## src/rtl/rand_sched_pkg.sv

```systemverilog
// rand_sched_pkg: shared types and register map for the random-stream scheduler
package rand_sched_pkg;

   typedef enum logic [2:0] {
      ST_IDLE,
      ST_WSTR,
      ST_RD,
      ST_WADV,
      ST_GAP,
      ST_DONE
   } state_t;

   typedef state_t ret_state_t;

   localparam logic [3:0] RNG_ADR_VALUE  = 4'h0;
   localparam logic [3:0] RNG_ADR_STREAM = 4'h4;

   function automatic logic is_bus(input state_t s);
      return (s == ST_WSTR) || (s == ST_RD) || (s == ST_WADV);
   endfunction

endpackage

```

## src/rtl/rand_stream_sched_rr_arbiter.sv

```systemverilog
// rr_arbiter: combinational round-robin pick of the first request at or after the pointer
module rr_arbiter #(
   parameter int NREQ = 4
) (
   input  logic [NREQ-1:0]         i_req,
   input  logic [$clog2(NREQ)-1:0] i_ptr,
   output logic [NREQ-1:0]         o_gnt,
   output logic [$clog2(NREQ)-1:0] o_idx
);

   localparam int IW = $clog2(NREQ);

   // scan every position once starting at the pointer, wrapping past NREQ-1
   always_comb begin
      int j;
      logic w_hit;
      o_gnt = '0;
      o_idx = '0;
      w_hit = 1'b0;
      for (int i = 0; i < NREQ; i++) begin
         j = int'(i_ptr) + i;
         j = (j >= NREQ) ? j - NREQ : j;
         if (!w_hit && i_req[IW'(j)]) begin
            w_hit = 1'b1;
            o_gnt[IW'(j)] = 1'b1;
            o_idx = IW'(j);
         end
      end
   end

endmodule

```

## src/rtl/rand_stream_sched.sv

```systemverilog
// rand_stream_sched: round-robin sharing of one multi-stream RNG bus port among NREQ requesters
module rand_stream_sched
   import rand_sched_pkg::*;
#(
   parameter int NREQ = 4,
   parameter int GAP  = 2,
   parameter int TMO  = 255
) (
   input  logic              clk_i,
   input  logic              rst_ni,
   input  logic [NREQ-1:0]   req_i,
   input  logic [NREQ*10-1:0] stream_i,
   output logic [NREQ-1:0]   done_o,
   output logic              err_o,
   output logic [31:0]       rnd_o,
   output logic              busy_o,
   output logic              m_cs_o,
   output logic              m_cyc_o,
   output logic              m_stb_o,
   output logic              m_we_o,
   output logic [3:0]        m_adr_o,
   output logic [31:0]       m_dat_o,
   input  logic              m_ack_i,
   input  logic [31:0]       m_dat_i
);

   localparam int IW   = $clog2(NREQ);
   localparam int MAXC = (TMO > GAP) ? TMO : GAP;
   localparam int CW   = $clog2(MAXC + 1);

   state_t           r_state;
   state_t           w_nxt;
   ret_state_t       r_ret;
   ret_state_t       w_ret_nxt;
   logic [CW-1:0]    r_cnt;
   logic [IW-1:0]    r_ptr;
   logic [IW-1:0]    w_idx;
   logic [NREQ-1:0]  w_gnt;
   logic [NREQ-1:0]  r_gnt;
   logic [9:0]       w_streams [NREQ];
   logic [9:0]       w_stream;
   logic [9:0]       r_stream;
   logic [9:0]       r_cache;
   logic             r_cvalid;
   logic [31:0]      r_hold;
   logic             r_err;
   logic [NREQ-1:0]  r_done;
   logic             r_err_o;
   logic [31:0]      r_rnd;
   logic             w_any;
   logic             w_bus;
   logic             w_ack;
   logic             w_tmo;
   logic             w_gap_end;
   logic             w_hit_cache;

   for (genvar i = 0; i < NREQ; i++) begin : g_str
      assign w_streams[i] = stream_i[i*10 +: 10];
   end

   rr_arbiter #(.NREQ(NREQ)) u_arb (
      .i_req (req_i),
      .i_ptr (r_ptr),
      .o_gnt (w_gnt),
      .o_idx (w_idx)
   );

   assign w_stream    = w_streams[w_idx];
   assign w_any       = |req_i;
   assign w_bus       = is_bus(r_state);
   assign w_ack       = w_bus && m_ack_i;
   assign w_tmo       = w_bus && !m_ack_i && (r_cnt == CW'(TMO - 1));
   assign w_gap_end   = (r_state == ST_GAP) && (r_cnt == CW'(GAP - 1));
   assign w_hit_cache = r_cvalid && (r_cache == w_stream);

   // next state and the state to resume after the following GAP
   always_comb begin
      w_nxt     = r_state;
      w_ret_nxt = r_ret;
      case (r_state)
         ST_IDLE: w_nxt = w_any ? (w_hit_cache ? ST_RD : ST_WSTR) : ST_IDLE;
         ST_WSTR, ST_RD, ST_WADV: begin
            w_nxt     = (w_ack || w_tmo) ? ST_GAP : r_state;
            w_ret_nxt = w_tmo ? ST_DONE :
                        (r_state == ST_WSTR) ? ST_RD :
                        (r_state == ST_RD) ? ST_WADV : ST_DONE;
         end
         ST_GAP:  w_nxt = w_gap_end ? r_ret : ST_GAP;
         ST_DONE: w_nxt = ST_IDLE;
         default: w_nxt = ST_IDLE;
      endcase
   end

   // FSM state, per-state cycle counter, grant capture, stream cache and holding register
   always_ff @(posedge clk_i or negedge rst_ni) begin
      if (!rst_ni) begin
         r_state  <= ST_IDLE;
         r_ret    <= ST_IDLE;
         r_cnt    <= '0;
         r_ptr    <= '0;
         r_gnt    <= '0;
         r_stream <= '0;
         r_cache  <= '0;
         r_cvalid <= 1'b0;
         r_hold   <= '0;
         r_err    <= 1'b0;
      end else begin
         r_state <= w_nxt;
         r_ret   <= w_ret_nxt;
         r_cnt   <= (w_nxt != r_state) ? '0 : r_cnt + 1'b1;
         if (r_state == ST_IDLE && w_any) begin
            r_gnt    <= w_gnt;
            r_stream <= w_stream;
            r_ptr    <= (w_idx == IW'(NREQ - 1)) ? '0 : w_idx + 1'b1;
            r_hold   <= '0;
            r_err    <= 1'b0;
         end
         if (r_state == ST_WSTR && w_ack) begin
            r_cache  <= r_stream;
            r_cvalid <= 1'b1;
         end
         if (r_state == ST_RD && w_ack)
            r_hold <= m_dat_i;
         if (w_tmo) begin
            r_err    <= 1'b1;
            r_hold   <= '0;
            r_cvalid <= 1'b0;
         end
      end
   end

   // result outputs change together on the edge entering DONE
   always_ff @(posedge clk_i or negedge rst_ni) begin
      if (!rst_ni) begin
         r_done  <= '0;
         r_err_o <= 1'b0;
         r_rnd   <= '0;
      end else begin
         r_done  <= (w_nxt == ST_DONE) ? r_gnt : '0;
         r_err_o <= (w_nxt == ST_DONE) && r_err;
         if (w_nxt == ST_DONE)
            r_rnd <= r_hold;
      end
   end

   assign done_o  = r_done;
   assign err_o   = r_err_o;
   assign rnd_o   = r_rnd;
   assign busy_o  = (r_state != ST_IDLE);
   assign m_cs_o  = w_bus;
   assign m_cyc_o = w_bus;
   assign m_stb_o = w_bus;
   assign m_we_o  = (r_state == ST_WSTR) || (r_state == ST_WADV);
   assign m_adr_o = (r_state == ST_WSTR) ? RNG_ADR_STREAM : RNG_ADR_VALUE;
   assign m_dat_o = (r_state == ST_WSTR) ? {22'h0, r_stream} : 32'h0;

endmodule

```

## config.mk

```make
export PLATFORM = sky130hd
export DESIGN_NAME = rand_stream_sched
export DESIGN_NICKNAME = d
export VERILOG_FILES = /design/src/rtl/rand_sched_pkg.sv /design/src/rtl/rand_stream_sched_rr_arbiter.sv /design/src/rtl/rand_stream_sched.sv
export SDC_FILE = /design/constraint.sdc
export NUM_CORES = 1
export LEC_CHECK = 0
export CAP_MARGIN = 20
export CORE_MARGIN = 10
export CORE_UTILIZATION = 44
export CTS_CLUSTER_DIAMETER = 200
export DETAILED_ROUTE_END_ITERATION = 8
export DONT_BUFFER_PORTS = 1
export PLACE_DENSITY_LB_ADDON = 0.3
export SLEW_MARGIN = 10
export SYNTH_ARGS = -nofsm -noshare
export SYNTH_HDL_FRONTEND = slang
export SYNTH_HIERARCHICAL = 1
export SYNTH_SLANG_ARGS = --single-unit
export TNS_END_PERCENT = 30
```

## constraint.sdc

```tcl
create_clock -name clk_i -period 3.81 [get_ports clk_i]
set_input_delay 0.762 -clock clk_i [delete_from_list [all_inputs] [get_ports clk_i]]
set_output_delay 0.762 -clock clk_i [all_outputs]
set_load 0.02 [all_outputs]
```

==> results.json, run 1 <==
{
  "result_of_the_run": "complete, no violations",
  "synth_ff_type": "sky130_fd_sc_hd__dfrtp_1",
  "final_min_period_over_clock_period_pct": 91.3,
  "achievable-frequency_mhz": 288,
  "largest_net_degree_at_the_start_of_global_routing": 112,
  "timing.hold.worst.class": "in -> async",
  "syn_area_sq_mm": 0.00579,
  "clkSlewWorstSetupHoldPaths_ps": 80,
  "register_to_register_setup_slack_ps": 330,
  "source_to_sink_clock_delay_at_the_later_pin_of_the_worst_skew_pair_ps": 350,
  "cts-root-buf": "sky130_fd_sc_hd__clkbuf_16",
  "gr-total-overflow": 0,
  "timing_worst_slew_pin_value_ps": 654,
  "detail_route.first_pass.iterations": 4,
  "fp.dieH_um": 135,
  "internal_power_mw": 2.98,
  "fin_total_pwr_mw": 5.14,
  "wl_per_cell_um": 19.1,
  "worst-setup-path-type": "reg -> reg",
  "grt_antenna_before_repair": 0,
  "fillCellCount": 1122,
  "clk_path_buf_depth": 2,
  "final_nets": 585,
  "finalCriticalPeriod_ps": 3480,
  "clk_network_pwr_share_pct": 18.8,
  "p_switching_mw": 2.16,
  "yosys_register_bits": 111,
  "grt_setup_unrepaired": "false",
  "area_growth_syn_to_layout_pct": 6.56,
  "path_max_fanout": 20,
  "final_hold_slack_ps": 102,
  "vias": 3589,
  "seq_power_share_pct": 35.0,
  "power.ir.vdd_worst_mv": 0.550,
  "timing.critical_path.from_type": "register",
  "path_delay_family": "compound AO/OA/AOI/OAI gates",
  "cts_tree": "yes",
  "cts_hold_buffers": 0,
  "dpl.hpwl_mm": 9.26,
  "setup_viol_count_final": 0,
  "floorplan.die_area_sq_mm": 0.0182,
  "rr_worst_depth": 12,
  "post_route_cells_drive_above_1_share_pct": 20.0,
  "finish.instance_area_sq_mm": 0.00617,
  "io_pins": 157,
  "comb_power_share_pct": 46.2,
  "drt_wl_total_mm": 12.8,
  "power.density_cell_area_mw_per_mm2": 832,
  "final_max_slew_viol_count": 0,
  "power.switching_fraction_pct": 42.1,
  "wp_buf_inv": 2,
  "wire_length_of_the_first_global_routing_pass_mm": 20.9,
  "num_antenna_cells": 0,
  "maxSlewHeadroom_pct": 56.0,
  "dpl_cell_area_sq_mm": 0.00585,
  "final_hold_viol_count": 0,
  "cell_by_cell_listing_of_the_critical_path": "inv_1, ha_1, mux4_1, nor2_2, nand2_1, a32oi_2, buf_12, mux2i_1, xor2_1, nand4_1, a2111oi_2, o211ai_1",
  "drt.antenna.violating_nets": 0,
  "syn_avg_cell_area_sq_um": 11.6,
  "post_synthesis_sequential_area_ratio_pct": 47.9,
  "r2r_end": "r_state[0]$_DFF_PN0_",
  "max-cap-violations": 0,
  "synth-async-reset-ratio_pct": 100,
  "grt_pass1_vias": 3820,
  "drc": 0,
  "critPathArrivalTime_ps": 3700,
  "crit_slowest_cell": "sky130_fd_sc_hd__a2111oi_2",
  "total_global_routing_track_utilization_pct": 14.1,
  "drt-initial-drc-count": 217,
  "r2r_start": "r_ptr[0]$_DFFE_PN0P_",
  "skew_ps": 12.1,
  "p_leak_nw": 3.00,
  "netlist-cell-type-count": 63,
  "cp_slowest_stage_delay_ps": 470,
  "post_synth_inst_count": 501,
  "gr-usage-met1_pct": 17.2,
  "cts_sinks": 111,
  "globalplace.congestion": 0.887,
  "h-tree-depth": 3,
  "fin_setup_tns_ps": 0,
  "met3_track_utilization_from_global_routing_pct": 5.45,
  "grt.busiest_layer": "met2",
  "grt.met2_usage_pct": 22.8,
  "io_buffers": 0,
  "post_drt_via_cell_ratio": 5.35,
  "synth_edf_count": 0,
  "rows": 41,
  "floorplan.initialDensity_pct": 45.4,
  "tritoncts.num_buffers": 9,
  "die_w_um": 135,
  "data_required_time_of_the_worst_path_ps": 4030,
  "critical_path.endpoint_type": "register",
  "synth_warnings": 6,
  "coreArea_sq_mm": 0.0128
}
through the flow:
step | std cells | util (%) | setup WS (ps)
5_1_grt | 671 | 48.3 | 120
6_report | 671 | 48.3 | 332
3_5_place_dp | 655 | 45.8 | 43.7
2_1_floorplan | 525 | - | 170
4_1_cts | 671 | 48.3 | 90.4
3_3_place_gp | 655 | 45.8 | 243
cell usage after synthesis, types with 5 or more instances:
cell type                  number  share of area [%]
sky130_fd_sc_hd__xnor2_1        6               0.91
sky130_fd_sc_hd__buf_4         30                3.9
sky130_fd_sc_hd__dfrtp_1      111                 48
sky130_fd_sc_hd__o21ai_0       18                1.6
sky130_fd_sc_hd__nor3_1         5               0.43
sky130_fd_sc_hd__nand3_1        7               0.60
sky130_fd_sc_hd__mux2i_1       21                3.6
sky130_fd_sc_hd__o211ai_1       5               0.65
sky130_fd_sc_hd__nand2_1       48                3.1
sky130_fd_sc_hd__xor2_1        14                2.1
sky130_fd_sc_hd__inv_1          9               0.58
sky130_fd_sc_hd__ha_1          12                2.6
sky130_fd_sc_hd__and2_1        16                1.7
sky130_fd_sc_hd__clkbuf_1      13               0.84
sky130_fd_sc_hd__mux2_2        17                3.3
sky130_fd_sc_hd__a22o_1        33                5.0
sky130_fd_sc_hd__buf_6          5               0.97
sky130_fd_sc_hd__nor2_1        36                2.3
sky130_fd_sc_hd__mux2_4        30                7.8
cell usage in the layout (no fill, tap or decap), drive strengths merged, types with 3 or more instances in the layout:
cell type	synthesis	final
a21oi	3	3
a22o	33	33
a31oi	3	3
and2	17	17
and3	4	4
buf	37	10
clkbuf	15	9
conb	1	25
dfrtp	111	111
ha	12	12
inv	10	16
mux2	47	47
mux2i	21	21
mux4	4	4
nand2	48	48
nand2b	3	3
nand3	8	8
nand4	3	3
nor2	37	37
nor3	5	5
o211ai	5	5
o21ai	19	19
or3	3	3
xnor2	6	6
xor2	14	14
routing by layer:
layer,vias up,routed length [um]
met5,-,0
met4,0,172
met3,11,949
met2,124,6220
met1,1764,5470
li1,1690,-
cells by family after synthesis:
group | count (synthesis) | share of synthesized area (%)
adder cells (fa/ha/maj) | 12 | 2.59
XOR/XNOR | 20 | 3.02
other | 1 | 0.0647
flip-flops | 111 | 47.9
multiplexers | 72 | 16.3
AO/OA/AOI/OAI | 82 | 11.3
AND/OR/NAND/NOR | 141 | 12.1
buffers and inverters | 62 | 6.69
state kept, by name, summed over array words and instances (netlist names), 2 cells and up:
name	flops
r_hold	32
rnd_o	32
r_cache	10
r_stream	10
r_cnt	8
done_o	4
r_gnt	4
r_ret	3
r_state	3
r_ptr	2
worst max path at each step:
stage | from | to | slack (ps) | depth (start not counted)
6_report | r_ptr[0]$_DFFE_PN0P_ | r_state[0]$_DFF_PN0_ | 330 | 12
3_5_place_dp | req_i[3] | r_state[1]$_DFF_PN0_ | 40 | 11
5_1_grt | r_ptr[0]$_DFFE_PN0P_ | r_state[0]$_DFF_PN0_ | 120 | 13
3_3_place_gp | req_i[0] | r_state[1]$_DFF_PN0_ | 240 | 9
4_1_cts | r_ptr[0]$_DFFE_PN0P_ | r_state[0]$_DFF_PN0_ | 90 | 12
2_1_floorplan | req_i[1] | r_state[0]$_DFF_PN0_ | 170 | 13
power by group through the flow:
stage | combinational, mW | clock (mW) | sequential, mW
after floorplan | 2.00 | 0 | 1.74
after global placement | 2.32 | 0 | 1.81
after detailed placement | 2.37 | 0 | 1.82
after CTS | 2.38 | 1.00 | 1.80
after global routing | 2.64 | 1.04 | 1.84
final | 2.38 | 0.967 | 1.80
final cells by class:
type | instances | area, sq um | area share (%)
timing repair buffer | 10 | 87.6 | 1.42
clock buffer | 9 | 225 | 3.65
tap | 172 | 215 | 3.49
multi-input combinational | 352 | 2740 | 44.4
sequential | 111 | 2780 | 45.0
clock inverter | 7 | 88.8 | 1.44
inverter | 10 | 37.5 | 0.608
worst register-to-register path, cell delays in order (launching register included):
cell	delay [ps]
sky130_fd_sc_hd__dfrtp_1	350
sky130_fd_sc_hd__inv_1	120
sky130_fd_sc_hd__ha_1	430
sky130_fd_sc_hd__mux4_1	380
sky130_fd_sc_hd__nor2_2	190
sky130_fd_sc_hd__nand2_1	130
sky130_fd_sc_hd__a32oi_2	260
sky130_fd_sc_hd__buf_12	220
sky130_fd_sc_hd__mux2i_1	330
sky130_fd_sc_hd__xor2_1	190
sky130_fd_sc_hd__nand4_1	140
sky130_fd_sc_hd__a2111oi_2	470
sky130_fd_sc_hd__o211ai_1	140
repair_timing:
item                                    in CTS  in global routing
endpoints found under the setup margin       0                  2
buffers inserted                             0                  0
gates resized for setup                      0                  2
No activity file was read; power rests on OpenSTA's default activity.
==> inputs of run 2 (changes only) <==
- CAP_MARGIN: 20 -> default
- CORE_ASPECT_RATIO: default -> 0.6
==> run 2 against run 1 <==
  * Die area is 0.83% higher
  * Combinational power up 8%
  * Via count is 1.7% higher
  * Register-to-register slack got worse by 140 ps
  * Utilization grew 0.16 points
  * Non-clock buffer count up 1
  * Setup slack lost 140 ps
  * Power up 3.2%
  * Sequential cell count unchanged
  * Critical path type unchanged
  * Critical endpoint unchanged
  * Highest routed layer unchanged
==> results.json, run 2 (synthesis gave the netlist of run 1 again) <==
{
  "cell_by_cell_listing_of_the_critical_path": "inv_1, ha_4, mux4_2, nor2_4, nand2_1, a32oi_4, buf_12, mux4_2, xnor2_1, o211ai_1, a2111oi_2, buf_4, o211ai_1",
  "cts_tree": "yes",
  "clkSlewWorstSetupHoldPaths_ps": 70,
  "timing.critical_path.from_type": "register",
  "coreArea_sq_mm": 0.0129,
  "clk_path_buf_depth": 2,
  "power.ir.vdd_worst_mv": 0.353,
  "post_drt_via_cell_ratio": 5.45,
  "timing.hold.worst.class": "in -> async",
  "total_global_routing_track_utilization_pct": 14.6,
  "skew_ps": 9.53,
  "post-route-worst-setup-slack_ps": 191,
  "grt_setup_unrepaired": "false",
  "timing_worst_slew_pin_value_ps": 674,
  "power.density_cell_area_mw_per_mm2": 851,
  "wl_per_cell_um": 20.6,
  "setup_viol_count_final": 0,
  "drt_wl_total_mm": 13.8,
  "comb_power_share_pct": 48.7,
  "source_to_sink_clock_delay_at_the_later_pin_of_the_worst_skew_pair_ps": 340,
  "floorplan.initialDensity_pct": 45.1,
  "grt_antenna_before_repair": 0,
  "dpl.hpwl_mm": 10.0,
  "max-cap-violations": 0,
  "area_growth_syn_to_layout_pct": 7.58,
  "cts_sinks": 111,
  "detail_route.first_pass.iterations": 4,
  "postLayoutCoreUtil_pct": 48.5,
  "cp_slowest_stage_delay_ps": 460,
  "wl_met1_mm": 6.06,
  "crit_slowest_cell": "sky130_fd_sc_hd__dfrtp_2",
  "maxSlewHeadroom_pct": 55.1,
  "drt.antenna.violating_nets": 0,
  "data_required_time_of_the_worst_path_ps": 4020,
  "rows": 32,
  "fp.dieH_um": 109,
  "critPathArrivalTime_ps": 3830,
  "r2r_start": "r_ptr[0]$_DFFE_PN0P_",
  "wire_length_of_the_first_global_routing_pass_mm": 21.7,
  "critical_path.endpoint_type": "register",
  "cts-root-buf": "sky130_fd_sc_hd__clkbuf_16",
  "p_switching_mw": 2.24,
  "p_leak_nw": 2.98,
  "grt_pass1_vias": 3798,
  "final_min_period_over_clock_period_pct": 95.0,
  "clk_network_pwr_share_pct": 17.1,
  "achievable-frequency_mhz": 276,
  "final_nets": 586,
  "post_route_cells_drive_above_1_share_pct": 21.4,
  "cts_setup_buffers": 0,
  "io_buffers": 0,
  "worst_setup_slack_after_placement_ps": -73.9,
  "globalplace.congestion": 0.885,
  "die_w_um": 168,
  "path_delay_family": "compound AO/OA/AOI/OAI gates",
  "largest_net_degree_at_the_start_of_global_routing": 112,
  "finish.instance_area_sq_mm": 0.00623,
  "dp.cells": 653,
  "register_to_register_setup_slack_ps": 190,
  "io_pins": 157,
  "rr_worst_depth": 13,
  "setup.worst_path.end": "r_state[0]$_DFF_PN0_",
  "floorplan.die_area_sq_mm": 0.0183,
  "seq_power_share_pct": 34.2,
  "r2r_end": "r_state[0]$_DFF_PN0_",
  "met3RoutedLength_mm": 1.34,
  "drc": 0,
  "critical_path_cell_count": 13,
  "result_of_the_run": "complete, no violations",
  "final_hold_viol_count": 0,
  "finish.cell_count_without_fillers": 670,
  "drt-initial-drc-count": 295,
  "tritoncts.num_buffers": 9,
  "h-tree-depth": 3,
  "worst-setup-path-type": "reg -> reg",
  "vias": 3651,
  "cts_hold_buffers": 0,
  "power.switching_fraction_pct": 42.3,
  "path_max_fanout": 10,
  "dpl_cell_area_sq_mm": 0.00586,
  "wp_buf_inv": 3,
  "finalCriticalPeriod_ps": 3620,
  "maxUsedRoutingLayer": "met4",
  "internal_power_mw": 3.06,
  "final_max_slew_viol_count": 0,
  "final_cell_mix": "sky130_fd_sc_hd__dfrtp_1 (110), sky130_fd_sc_hd__nand2_1 (48), sky130_fd_sc_hd__nor2_1 (36)",
  "critPathLaunch": "r_ptr[0]$_DFFE_PN0P_",
  "gr-total-overflow": 0,
  "num_antenna_cells": 0,
  "mostFrequentLayoutCell": "sky130_fd_sc_hd__dfrtp_1",
  "met2_length_mm": 6.26
}
run 2: cell types whose count changed in the layout (fill, tap and decap cells not counted), sizes merged:
cell,previous run,this run
clkbuf,9,10
clkinvlp,0,4
inv,16,12
run 2: power by group through the flow:
stage,Sequential [mW],Clock [mW],Combinational [mW]
3_3_place_gp,1.82,0,2.34
6_report,1.81,0.908,2.58
5_1_grt,1.87,0.992,2.82
3_5_place_dp,1.84,0,2.40
2_1_floorplan,1.74,0,2.00
4_1_cts,1.82,0.934,2.42
run 2: per-layer routing:
metal / track usage, % / vias to the layer above
li1: - / 1701
met1: 19.2 / 1803
met4: 3.22 / 0
met2: 21.7 / 138
met5: 0 / -
met3: 6.50 / 9
run 2: worst reg2reg max path, cell delays in order (launching register included):
cell	delay, ps
sky130_fd_sc_hd__dfrtp_2	460
sky130_fd_sc_hd__inv_1	220
sky130_fd_sc_hd__ha_4	270
sky130_fd_sc_hd__mux4_2	340
sky130_fd_sc_hd__nor2_4	160
sky130_fd_sc_hd__nand2_1	150
sky130_fd_sc_hd__a32oi_4	380
sky130_fd_sc_hd__buf_12	200
sky130_fd_sc_hd__mux4_2	340
sky130_fd_sc_hd__xnor2_1	180
sky130_fd_sc_hd__o211ai_1	140
sky130_fd_sc_hd__a2111oi_2	390
sky130_fd_sc_hd__buf_4	180
sky130_fd_sc_hd__o211ai_1	70
run 2: final cells by class:
cell class	count	area [sq um]
clock buffer	9	225
clock inverter	7	66.3
fill	1163	6620
inverter	10	37.5
multi-input combinational	352	2790
sequential	111	2780
tap	170	213
timing repair buffer	11	125
run 2: through the flow:
step	hold slack (ps)	TNS, ps	power, mW
floorplan	437	0	3.74
detailed placement	462	-118	4.24
global route	85.3	0	5.68
finish	114	0	5.30
CTS	97.1	0	5.18
global placement	456	0	4.16
run 2: worst min-delay path by stage:
stage / cells after the start / slack [ps] / from / end
floorplan: 2 / 440 / r_gnt[0]$_DFFE_PN0P_ / r_gnt[0]$_DFFE_PN0P_
global placement: 2 / 460 / r_err$_DFFE_PN0P_ / r_err$_DFFE_PN0P_
detailed placement: 2 / 460 / r_gnt[2]$_DFFE_PN0P_ / r_gnt[2]$_DFFE_PN0P_
CTS: 0 / 100 / rst_ni / r_cnt[6]$_DFF_PN0_
global route: 0 / 90 / rst_ni / rnd_o[8]$_DFFE_PN0N_
finish: 0 / 110 / rst_ni / rnd_o[8]$_DFFE_PN0N_
run 2: what timing repair did:
action,CTS,global route
endpoints found under the hold margin,0,0
pin swaps,0,1
resized for setup,3,9
endpoints found under the setup margin,2,2
cloned,0,1
